<file path="src/rtl/line_raster_if.sv">
// line_raster_if: request/pixel bus for the line rasterizer.
//   master : requester/sink side. Drives start, x0..y1 and px_ready, and sees
//            busy, done and the pixel stream.
//   slave  : rasterizer side. Sees the request and px_ready, and drives busy,
//            px_x, px_y, px_valid, px_last and done.
// COORD_W must match the COORD_W of the line_raster it is bound to.
interface line_raster_if #(
  parameter int COORD_W = 10
);
  logic               start;
  logic [COORD_W-1:0] x0, y0, x1, y1;
  logic               busy;
  logic [COORD_W-1:0] px_x, px_y;
  logic               px_valid;
  logic               px_ready;
  logic               px_last;
  logic               done;

  modport master (
    output start, x0, y0, x1, y1, px_ready,
    input  busy, px_x, px_y, px_valid, px_last, done
  );

  modport slave (
    input  start, x0, y0, x1, y1, px_ready,
    output busy, px_x, px_y, px_valid, px_last, done
  );
endinterface

</file>
<file path="src/rtl/line_raster.sv">
// line_raster: Bresenham line rasterizer. It emits one pixel per accepted
// handshake, from (x0,y0) to (x1,y1), in any octant.
//   clk, n_rst : clock (rising edge) and asynchronous active-low reset
//   bus        : line_raster_if.slave. It carries the start/endpoint request,
//                busy/done status and the px_* valid/ready pixel stream.
// Optional feature: define LINE_RASTER_CLIP_EN to suppress pixels outside
// SCREEN_W x SCREEN_H. Suppressed pixels are stepped past in one cycle
// without waiting for px_ready.
module line_raster #(
  parameter int COORD_W  = 10,
  parameter int SCREEN_W = 640,
  parameter int SCREEN_H = 480
) (
  input logic          clk,
  input logic          n_rst,
  line_raster_if.slave bus
);
  localparam int EW = COORD_W + 2;

  typedef enum logic [1:0] {IDLE, SETUP, RUN, DONE} state_e;

  if (SCREEN_W < 1 || SCREEN_H < 1) begin : g_bad_screen
    $error("line_raster: SCREEN_W/SCREEN_H must be positive");
  end

  state_e                state_q, state_d;
  logic [COORD_W-1:0]    x_q, x_d, y_q, y_d;   // current pixel; holds (x0,y0) through SETUP
  logic [COORD_W-1:0]    x1_q, x1_d, y1_q, y1_d;
  logic signed [EW-1:0]  dx_q, dx_d, dy_q, dy_d, err_q, err_d;
  logic                  sx_neg_q, sx_neg_d, sy_neg_q, sy_neg_d;

  logic [COORD_W-1:0]    adx, ady;
  logic signed [EW-1:0]  e2;
  logic                  at_end, on_screen, px_valid, retire, step_x, step_y;

`ifdef LINE_RASTER_CLIP_EN
  localparam logic [COORD_W:0] SW = (COORD_W+1)'(SCREEN_W);
  localparam logic [COORD_W:0] SH = (COORD_W+1)'(SCREEN_H);
  assign on_screen = ({1'b0, x_q} < SW) && ({1'b0, y_q} < SH);
`else
  assign on_screen = 1'b1;
`endif

  assign at_end   = (x_q == x1_q) && (y_q == y1_q);
  assign px_valid = (state_q == RUN) && on_screen;
  // Off-screen pixels never wait on the sink.
  assign retire   = (state_q == RUN) && (on_screen ? bus.px_ready : 1'b1);
  assign e2       = err_q <<< 1;
  assign step_x   = (e2 >= dy_q);
  assign step_y   = (e2 <= dx_q);
  assign adx      = (x1_q >= x_q) ? (x1_q - x_q) : (x_q - x1_q);
  assign ady      = (y1_q >= y_q) ? (y1_q - y_q) : (y_q - y1_q);

  always_comb begin
    state_d  = state_q;
    x_d      = x_q;
    y_d      = y_q;
    x1_d     = x1_q;
    y1_d     = y1_q;
    dx_d     = dx_q;
    dy_d     = dy_q;
    err_d    = err_q;
    sx_neg_d = sx_neg_q;
    sy_neg_d = sy_neg_q;
    case (state_q)
      IDLE: if (bus.start) begin
        x_d     = bus.x0;
        y_d     = bus.y0;
        x1_d    = bus.x1;
        y1_d    = bus.y1;
        state_d = SETUP;
      end
      SETUP: begin
        dx_d     = $signed({2'b00, adx});
        dy_d     = -$signed({2'b00, ady});
        err_d    = $signed({2'b00, adx}) - $signed({2'b00, ady});
        sx_neg_d = !(x_q < x1_q);
        sy_neg_d = !(y_q < y1_q);
        state_d  = RUN;
      end
      RUN: if (retire) begin
        if (at_end) begin
          state_d = DONE;
        end else begin
          // Both axis steps may fire in the same cycle (diagonal move).
          err_d = err_q + (step_x ? dy_q : '0) + (step_y ? dx_q : '0);
          if (step_x) x_d = sx_neg_q ? x_q - 1'b1 : x_q + 1'b1;
          if (step_y) y_d = sy_neg_q ? y_q - 1'b1 : y_q + 1'b1;
        end
      end
      DONE:    state_d = IDLE;
      default: state_d = IDLE;
    endcase
  end

  always_ff @(posedge clk or negedge n_rst) begin
    if (!n_rst) begin
      state_q  <= IDLE;
      x_q      <= '0;
      y_q      <= '0;
      x1_q     <= '0;
      y1_q     <= '0;
      dx_q     <= '0;
      dy_q     <= '0;
      err_q    <= '0;
      sx_neg_q <= 1'b0;
      sy_neg_q <= 1'b0;
    end else begin
      state_q  <= state_d;
      x_q      <= x_d;
      y_q      <= y_d;
      x1_q     <= x1_d;
      y1_q     <= y1_d;
      dx_q     <= dx_d;
      dy_q     <= dy_d;
      err_q    <= err_d;
      sx_neg_q <= sx_neg_d;
      sy_neg_q <= sy_neg_d;
    end
  end

  assign bus.busy     = (state_q != IDLE);
  assign bus.px_x     = x_q;
  assign bus.px_y     = y_q;
  assign bus.px_valid = px_valid;
  assign bus.px_last  = px_valid && at_end;
  assign bus.done     = (state_q == DONE);
endmodule
</file>
<file path="src/flat_wrapper.sv">
// flat-port wrapper written by rule: the top's interface ports become plain ports
module line_raster_flat 
#(
  parameter int COORD_W  = 10,
  parameter int SCREEN_W = 640,
  parameter int SCREEN_H = 480
)
  (clk, n_rst, bus_start, bus_x0, bus_y0, bus_x1, bus_y1, bus_px_ready, bus_busy, bus_px_x, bus_px_y, bus_px_valid, bus_px_last, bus_done);
  line_raster_if #(.COORD_W(COORD_W)) bus_i ();
  input logic clk;
  input logic n_rst;
  input wire logic [$bits(bus_i.start)-1:0] bus_start;
  input wire logic [$bits(bus_i.x0)-1:0] bus_x0;
  input wire logic [$bits(bus_i.y0)-1:0] bus_y0;
  input wire logic [$bits(bus_i.x1)-1:0] bus_x1;
  input wire logic [$bits(bus_i.y1)-1:0] bus_y1;
  input wire logic [$bits(bus_i.px_ready)-1:0] bus_px_ready;
  output wire logic [$bits(bus_i.busy)-1:0] bus_busy;
  output wire logic [$bits(bus_i.px_x)-1:0] bus_px_x;
  output wire logic [$bits(bus_i.px_y)-1:0] bus_px_y;
  output wire logic [$bits(bus_i.px_valid)-1:0] bus_px_valid;
  output wire logic [$bits(bus_i.px_last)-1:0] bus_px_last;
  output wire logic [$bits(bus_i.done)-1:0] bus_done;
  assign bus_i.start = bus_start;
  assign bus_i.x0 = bus_x0;
  assign bus_i.y0 = bus_y0;
  assign bus_i.x1 = bus_x1;
  assign bus_i.y1 = bus_y1;
  assign bus_i.px_ready = bus_px_ready;
  assign bus_busy = bus_i.busy;
  assign bus_px_x = bus_i.px_x;
  assign bus_px_y = bus_i.px_y;
  assign bus_px_valid = bus_i.px_valid;
  assign bus_px_last = bus_i.px_last;
  assign bus_done = bus_i.done;
  line_raster #(.COORD_W(COORD_W), .SCREEN_W(SCREEN_W), .SCREEN_H(SCREEN_H)) u_core (.clk(clk), .n_rst(n_rst), .bus(bus_i));
endmodule
</file>
<file path="config.mk">
export PLATFORM = sky130hd
export DESIGN_NAME = line_raster_flat
export DESIGN_NICKNAME = d
export VERILOG_FILES = /design/src/rtl/line_raster_if.sv /design/src/rtl/line_raster.sv /design/src/flat_wrapper.sv
export SDC_FILE = /design/constraint.sdc
export NUM_CORES = 1
export LEC_CHECK = 0
export CAP_MARGIN = 20
export CORE_ASPECT_RATIO = 0.9
export CORE_MARGIN = 3
export CORE_UTILIZATION = 50
export CTS_BUF_LIST = sky130_fd_sc_hd__clkbuf_8
export DETAILED_ROUTE_END_ITERATION = 7
export PLACE_DENSITY = 0.71
export REMOVE_ABC_BUFFERS = 1
export SLEW_MARGIN = 0
export SYNTH_ARGS = -nofsm -noshare
export SYNTH_HDL_FRONTEND = slang
export SYNTH_SLANG_ARGS = --single-unit
</file>
<file path="constraint.sdc">
create_clock -name clk -period 9.6 [get_ports clk]
set_input_delay 0.96 -clock clk [delete_from_list [all_inputs] [get_ports clk]]
set_output_delay 0.96 -clock clk [all_outputs]
set_load 0.05 [all_outputs]
</file>
== Word level (Yosys, flattened, before mapping) ==
Index checks and enable logic that the tools add are counted.

* $lt $le $gt $ge: 6
* Reduce and logical (&&, ||, !) cells: 14
* Add/subtract/negate cells: 12
* Mux-type cells: 23
* Eq/ne operators: 11

{| class="wikitable"
|+ Operators by type and width
! kind !! count
|-
| 10-bit 2-to-1 mux || 13
|-
| 10-bit one-hot mux with 2 select lines || 2
|-
| 10-bit subtractor || 4
|-
| 12-bit 2-to-1 mux || 3
|-
| 12-bit adder || 2
|-
| 12-bit one-hot mux with 2 select lines || 1
|-
| 10-bit by 1-bit adder with 10-bit output (second input constant) || 2
|-
| 10-bit equality test || 2
|-
| 10-bit greater-or-equal comparator || 2
|-
| 10-bit < comparator || 2
|-
| 10-bit by 1-bit subtractor with 10-bit output (second input constant) || 2
|-
| 12-bit greater-or-equal comparator || 1
|-
| 12-bit by 11-bit less-or-equal comparator with 1-bit output || 1
|-
| 10-bit negator with 12-bit output || 1
|-
| 10-bit by 10-bit subtractor with 11-bit output || 1
|-
| 2-bit inequality test (second input constant) || 5
|-
| 5-bit AND reduction || 2
|-
| 2-bit one-hot mux with 4 select lines || 1
|-
| 2-bit 2-to-1 mux || 3
|-
| 3-bit AND reduction || 2
|-
| 2-bit nonzero test || 3
|-
| 2-bit equality test (second input constant) || 2
|-
| 1-bit logical AND || 3
|-
| 2-bit by 1-bit equality test with 1-bit output (second input constant) || 1
|-
| other kinds (4) || 5
|}

* Bits of input ports: 44
* Flip-flop bits (word level): 78

== Logic depth before layout (Yosys ltp) ==
* Depth in word-level cells: 7
* Mapped depth: 24
* Gate-level depth less buffers: 23

== Worst setup path before layout ==
OpenSTA, ideal clock, no wires.

* Kind: flip-flop to flip-flop
* Start point: register u_core.x_q[1], in the netlist u_core.bus.px_x[1]
* End point: register u_core.err_q[10]
* Required time: 9.533 ns
* Slack: 4.997 ns
* Library setup time: 0.067 ns
* Path buffers: 1
* Clock period less this slack: 4.603 ns
* Arrival time: 4.537 ns
* Cell stages (with the launch flop): 18
* Cell sequence: dfrtp_1 -> inv_1 -> fa_1 -> a21oi_1 -> o21ai_0 -> a211oi_1 -> o21ai_1 -> clkbuf_1 -> mux2_2 -> fa_1 -> a21o_1 -> a21oi_1 -> o21bai_1 -> a21oi_1 -> o21ai_0 -> a21o_1 -> a2111oi_0 -> a221o_1

* Word-level cells in the longest chain between the ends: 4
* Elaborated cells on any way between the ends: 10

{| class="wikitable"
|+ Ends and longest elaborated chain
! item !! RTL line !! RTL
|-
| start: declaration || line_raster.sv:27 || <nowiki>logic [COORD_W-1:0] x_q, x_d, y_q, y_d;</nowiki>
|-
| start signal: assignment || line_raster.sv:99 || <nowiki>x_q <= '0;</nowiki>
|-
| start signal: assignment || line_raster.sv:110 || <nowiki>x_q <= x_d;</nowiki>
|-
| 10-bit subtractor or 10-bit greater-or-equal comparator (tied branches) || line_raster.sv:51 || <nowiki>assign adx = (x1_q >= x_q) ? (x1_q - x_q) : (x_q - x1_q);</nowiki>
|-
| 10-bit 2-to-1 mux (*) || line_raster.sv:51 ||
|-
| net u_core.adx[1] || line_raster.sv:32 || <nowiki>logic [COORD_W-1:0] adx, ady;</nowiki>
|-
| 10-bit by 10-bit subtractor with 11-bit output (*) || line_raster.sv:76 || <nowiki>err_d = $signed({2'b00, adx}) - $signed({2'b00, ady});</nowiki>
|-
| 12-bit one-hot mux with 2 select lines (*) || line_raster.sv:65 || <nowiki>case (state_q)</nowiki>
|-
| end signal: assignment || line_raster.sv:116 || <nowiki>err_q <= err_d;</nowiki>
|-
| end: declaration || line_raster.sv:29 || <nowiki>logic signed [EW-1:0] dx_q, dx_d, dy_q, dy_d, err_q, err_d;</nowiki>
|}

The timed path passes the listed nets; every way through them passes the cells marked *.
A chain may end at the register's enable or synchronous reset.

== Worst setup path after layout ==
* Start point: register u_core.err_q[0]
* End point: register u_core.err_q[10]

* Word-level cells in the longest chain between the ends: 7
* Elaborated cells on any way between the ends: 9

{| class="wikitable"
|+ Ends and longest elaborated chain
! item !! RTL line !! RTL
|-
| 12-bit greater-or-equal comparator || line_raster.sv:49 || <nowiki>assign step_x = (e2 >= dy_q);</nowiki>
|-
| 12-bit 2-to-1 mux || line_raster.sv:86 || <nowiki>err_d = err_q + (step_x ? dy_q : '0) + (step_y ? dx_q : '0);</nowiki>
|-
| 12-bit adder || line_raster.sv:86 ||
|-
| 12-bit adder (*) || line_raster.sv:86 ||
|-
| 12-bit 2-to-1 mux (*) || line_raster.sv:82 || <nowiki>if (at_end) begin</nowiki>
|-
| 12-bit 2-to-1 mux (*) || line_raster.sv:81 || <nowiki>RUN: if (retire) begin</nowiki>
|-
| 12-bit one-hot mux with 2 select lines (*) || line_raster.sv:65 ||
|}

Mark *: on every way between the ends. The rest lies on a longest branch, timed or not. The select of a mux whose other input is x is not followed.

==> results.json <==
{
  "worstHoldPathType": "in2async",
  "cts_buffer_depth": 2,
  "synth_edf_count": 0,
  "syn_to_final_growth_pct": 15.0,
  "track_usage_pct": 23.5,
  "setup_viol": 0,
  "vias_per_cell": 5.63,
  "slowest_stage": "a21oi_1",
  "yosys-top-cells-area": "dfrtp_1, ha_1, inv_1",
  "slowest_delay_ns": 0.79,
  "maxCapViolCount": 0,
  "hpwl_um": 14600,
  "diodes": 0,
  "cts.repair.resized": 0,
  "drv_slew": 0,
  "crit_path_frequent_cell": "a21oi_1",
  "port_buffers": 67,
  "syn-cell-area_mm2": 0.00759,
  "yosys_register_bits": 77,
  "htreeDepth": 3,
  "status": "complete, no violations",
  "fmax_mhz": 190,
  "r2r_slack_ns": 4.35,
  "rr_startpoint": "u_core.err_q[0]$_DFFE_PN0P_",
  "initial_utilization_pct": 51.4,
  "numCtsBuffers": 9,
  "antenna_found_initial": 0,
  "cts_hold_buf": 0,
  "yosysUniqueCellTypes": 64,
  "routed_wl_um": 19000,
  "yosys_warnings": 0,
  "endpoint": "u_core.err_q[10]$_DFFE_PN0P_",
  "synth_mux_area_share_pct": 8.50,
  "vias": 6378,
  "rows": 42,
  "crit_family": "compound AO/OA/AOI/OAI gates",
  "drtIter0Drc": 380,
  "drive_gt1_share_pct": 7.07,
  "yosys_most_used_dff": "dfrtp_1",
  "place_congestion": 0.945,
  "multiInputGateArea_mm2": 0.00510,
  "clk_latency_ns": 0.38,
  "yosysMostFrequentCell": "inv_1",
  "skew_ns": 0.0148,
  "clk_pin_slew_worst_paths_ns": 0.09,
  "relSlewSlack_pct": 34.7,
  "grt_pass1_wl_um": 31100,
  "cp_cell_sequence": "ha_1 -> nor2b_1 -> o21a_1 -> o21ai_0 -> a21oi_1 -> o221ai_1 -> a21oi_1 -> nand2_1 -> fa_1 -> inv_1 -> ha_1 -> a21o_1 -> a21oi_1 -> nor2b_1 -> o21a_1 -> o41ai_1 -> o21bai_1 -> a21oi_1 -> xnor2_1 -> a221o_1",
  "drt_first_pass_iters": 5,
  "min_period_over_period_pct": 54.7,
  "synth-simple-area-share_pct": 12.8,
  "cp.buffers_inverters": 1,
  "synthArstFlopShare_pct": 100,
  "dieArea_mm2": 0.0167,
  "ant_nets": 0,
  "grt_max_degree": 78,
  "core_area_mm2": 0.0148,
  "seqCellArea_mm2": 0.00193,
  "synthCells": 870,
  "worst_pin_slew_ns": 0.979,
  "cp-startpoint": "u_core.err_q[0]$_DFFE_PN0P_",
  "start_kind": "flip-flop",
  "hold_viol": 0,
  "cts.sinks": 77,
  "synth-xor-area-share_pct": 5.30,
  "period_minus_slack_ns": 5.25,
  "grt_overflow": 0,
  "wl_per_cell_um": 16.8,
  "path_class": "reg2reg",
  "synth_top_family_by_area": "adder cells",
  "n_fill_cell": 1300,
  "setup_tns_ns": 0,
  "arrival_ns": 5.51,
  "synth_compound_area_share_pct": 19.1,
  "grt_pass1_vias": 6197,
  "synth_common_cells": "inv_1, ha_1, dfrtp_1",
  "die_y_um": 123,
  "rsz0062_at_grt": "no",
  "cts_tree": "done",
  "synth_area_per_cell_um2": 8.73,
  "clock-root-buffer": "clkbuf_8",
  "yosys.area.top_type": "dfrtp_1",
  "endpoint_kind": "flip-flop",
  "crit_path_max_fanout": 11,
  "cp.depth": 20,
  "r2r_end": "u_core.err_q[10]$_DFFE_PN0P_",
  "crit_required_ns": 9.86,
  "chipWidth_um": 136,
  "hold_ws_ns": 0.407,
  "reg2reg_depth": 20,
  "synth_fa_ha_area_share_pct": 21.4,
  "cts_setup_buffers": 0,
  "seq_area_frac_synth_pct": 25.4,
  "drc": 0,
  "io_pins": 68,
  "nets": 1092,
  "yosys.area.top_type_share_pct": 25.4
}
worst min path at each step:
stage               slack (ns)                          end  cells after the start                        from
floorplan                 0.46   u_core.dx_q[0]$_DFFE_PN0N_                      2  u_core.dx_q[0]$_DFFE_PN0N_
global placement          0.49   u_core.dx_q[0]$_DFFE_PN0N_                      2  u_core.dx_q[0]$_DFFE_PN0N_
detailed placement        0.51   u_core.dx_q[0]$_DFFE_PN0N_                      2  u_core.dx_q[0]$_DFFE_PN0N_
CTS                       0.52   u_core.dx_q[0]$_DFFE_PN0N_                      2  u_core.dx_q[0]$_DFFE_PN0N_
global route              0.40  u_core.err_q[2]$_DFFE_PN0P_                      1                       n_rst
finish                    0.41  u_core.err_q[2]$_DFFE_PN0P_                      1                       n_rst
routing by layer:
metal	vias up	global-route usage [%]	part of all wire, %
li1	3140	-	-
met1	3013	34.0	49
met2	185	35.9	43
met3	40	4.03	5.2
met4	0	8.19	2.5
met5	-	0	0
registers in the layout (all words and copies together), names as in the netlist:
| register | flops |
|---|---|
| u_core.dy_q | 12 |
| u_core.err_q | 11 |
| u_core.bus.px_x | 10 |
| u_core.bus.px_y | 10 |
| u_core.dx_q | 10 |
| u_core.x1_q | 10 |
| u_core.y1_q | 10 |
| u_core.state_q | 2 |
| u_core.sx_neg_q | 1 |
| u_core.sy_neg_q | 1 |
worst reg2reg max path: cells and delay by family (launching register included):
| kind | cells | cell delay [ns] |
|---|---|---|
| xor gates and xnor gates | 1 | 0.11 |
| AOI/OAI and AO/OA | 12 | 2.99 |
| DFF | 1 | 0.44 |
| buffers and inverters | 1 | 0.06 |
| and+or+nand+nor | 3 | 0.40 |
| adders and majority gates | 3 | 1.14 |
logic make-up (layout without fill, tap and decap cells):
family	Yosys count	in the layout
flip-flops	77	77
adder cells (fa/ha/maj)	119	119
AO/OA/AOI/OAI	226	226
buffers and inverters	148	212
XOR/XNOR	46	46
AND/OR/NAND/NOR	193	193
multiplexers	61	61
layout by cell type (no fill, tap or decap), types with 3 or more instances in the layout:
| cell type | synthesis | final |
|---|---|---|
| a2111oi_0 | 3 | 3 |
| a211oi_1 | 8 | 8 |
| a21boi_0 | 3 | 3 |
| a21o_1 | 30 | 30 |
| a21oi_1 | 66 | 66 |
| a221oi_1 | 3 | 3 |
| a31oi_1 | 9 | 9 |
| and2_1 | 7 | 7 |
| buf_4 | 0 | 7 |
| bufinv_16 | 0 | 3 |
| clkbuf_8 | 0 | 9 |
| clkdlybuf4s50_1 | 0 | 66 |
| dfrtp_1 | 77 | 77 |
| fa_1 | 18 | 18 |
| ha_1 | 101 | 100 |
| inv_1 | 120 | 121 |
| mux2_2 | 28 | 28 |
| mux2i_1 | 33 | 33 |
| nand2_1 | 66 | 66 |
| nand2b_1 | 6 | 6 |
| nand3_1 | 13 | 13 |
| nand4_1 | 10 | 10 |
| nor2_1 | 37 | 37 |
| nor2b_1 | 17 | 17 |
| nor3_1 | 11 | 11 |
| o211ai_1 | 7 | 7 |
| o21a_1 | 9 | 9 |
| o21ai_0 | 50 | 49 |
| o21ai_1 | 2 | 3 |
| o21bai_1 | 7 | 7 |
| o22ai_1 | 5 | 5 |
| or3_1 | 6 | 6 |
| or4_1 | 5 | 5 |
| xnor2_1 | 29 | 29 |
| xor2_1 | 17 | 17 |
stage by stage:
stage	setup WS [ns]	std cells	utilization, %	cell area (um2)
5_1_grt	3.93	1132	59.1	8730
3_5_place_dp	4.43	1114	57.2	8440
4_1_cts	4.41	1130	58.8	8680
6_report	4.35	1132	59.1	8730
3_3_place_gp	4.49	1114	57.2	8440
2_1_floorplan	4.80	843	-	7480
final cells by class:
class | count | share of cell area [%]
Clock buffer | 9 | 1.42
Clock inverter | 7 | 1.32
Inverter | 121 | 5.20
Multi-Input combinational cell | 645 | 58.4
Sequential cell | 77 | 22.1
Tap cell | 198 | 2.84
Timing Repair Buffer | 75 | 8.80
Power is left out: the tool's default activity adds up to more than one toggle a clock period on the data nets, which glitch-free logic cannot reach.
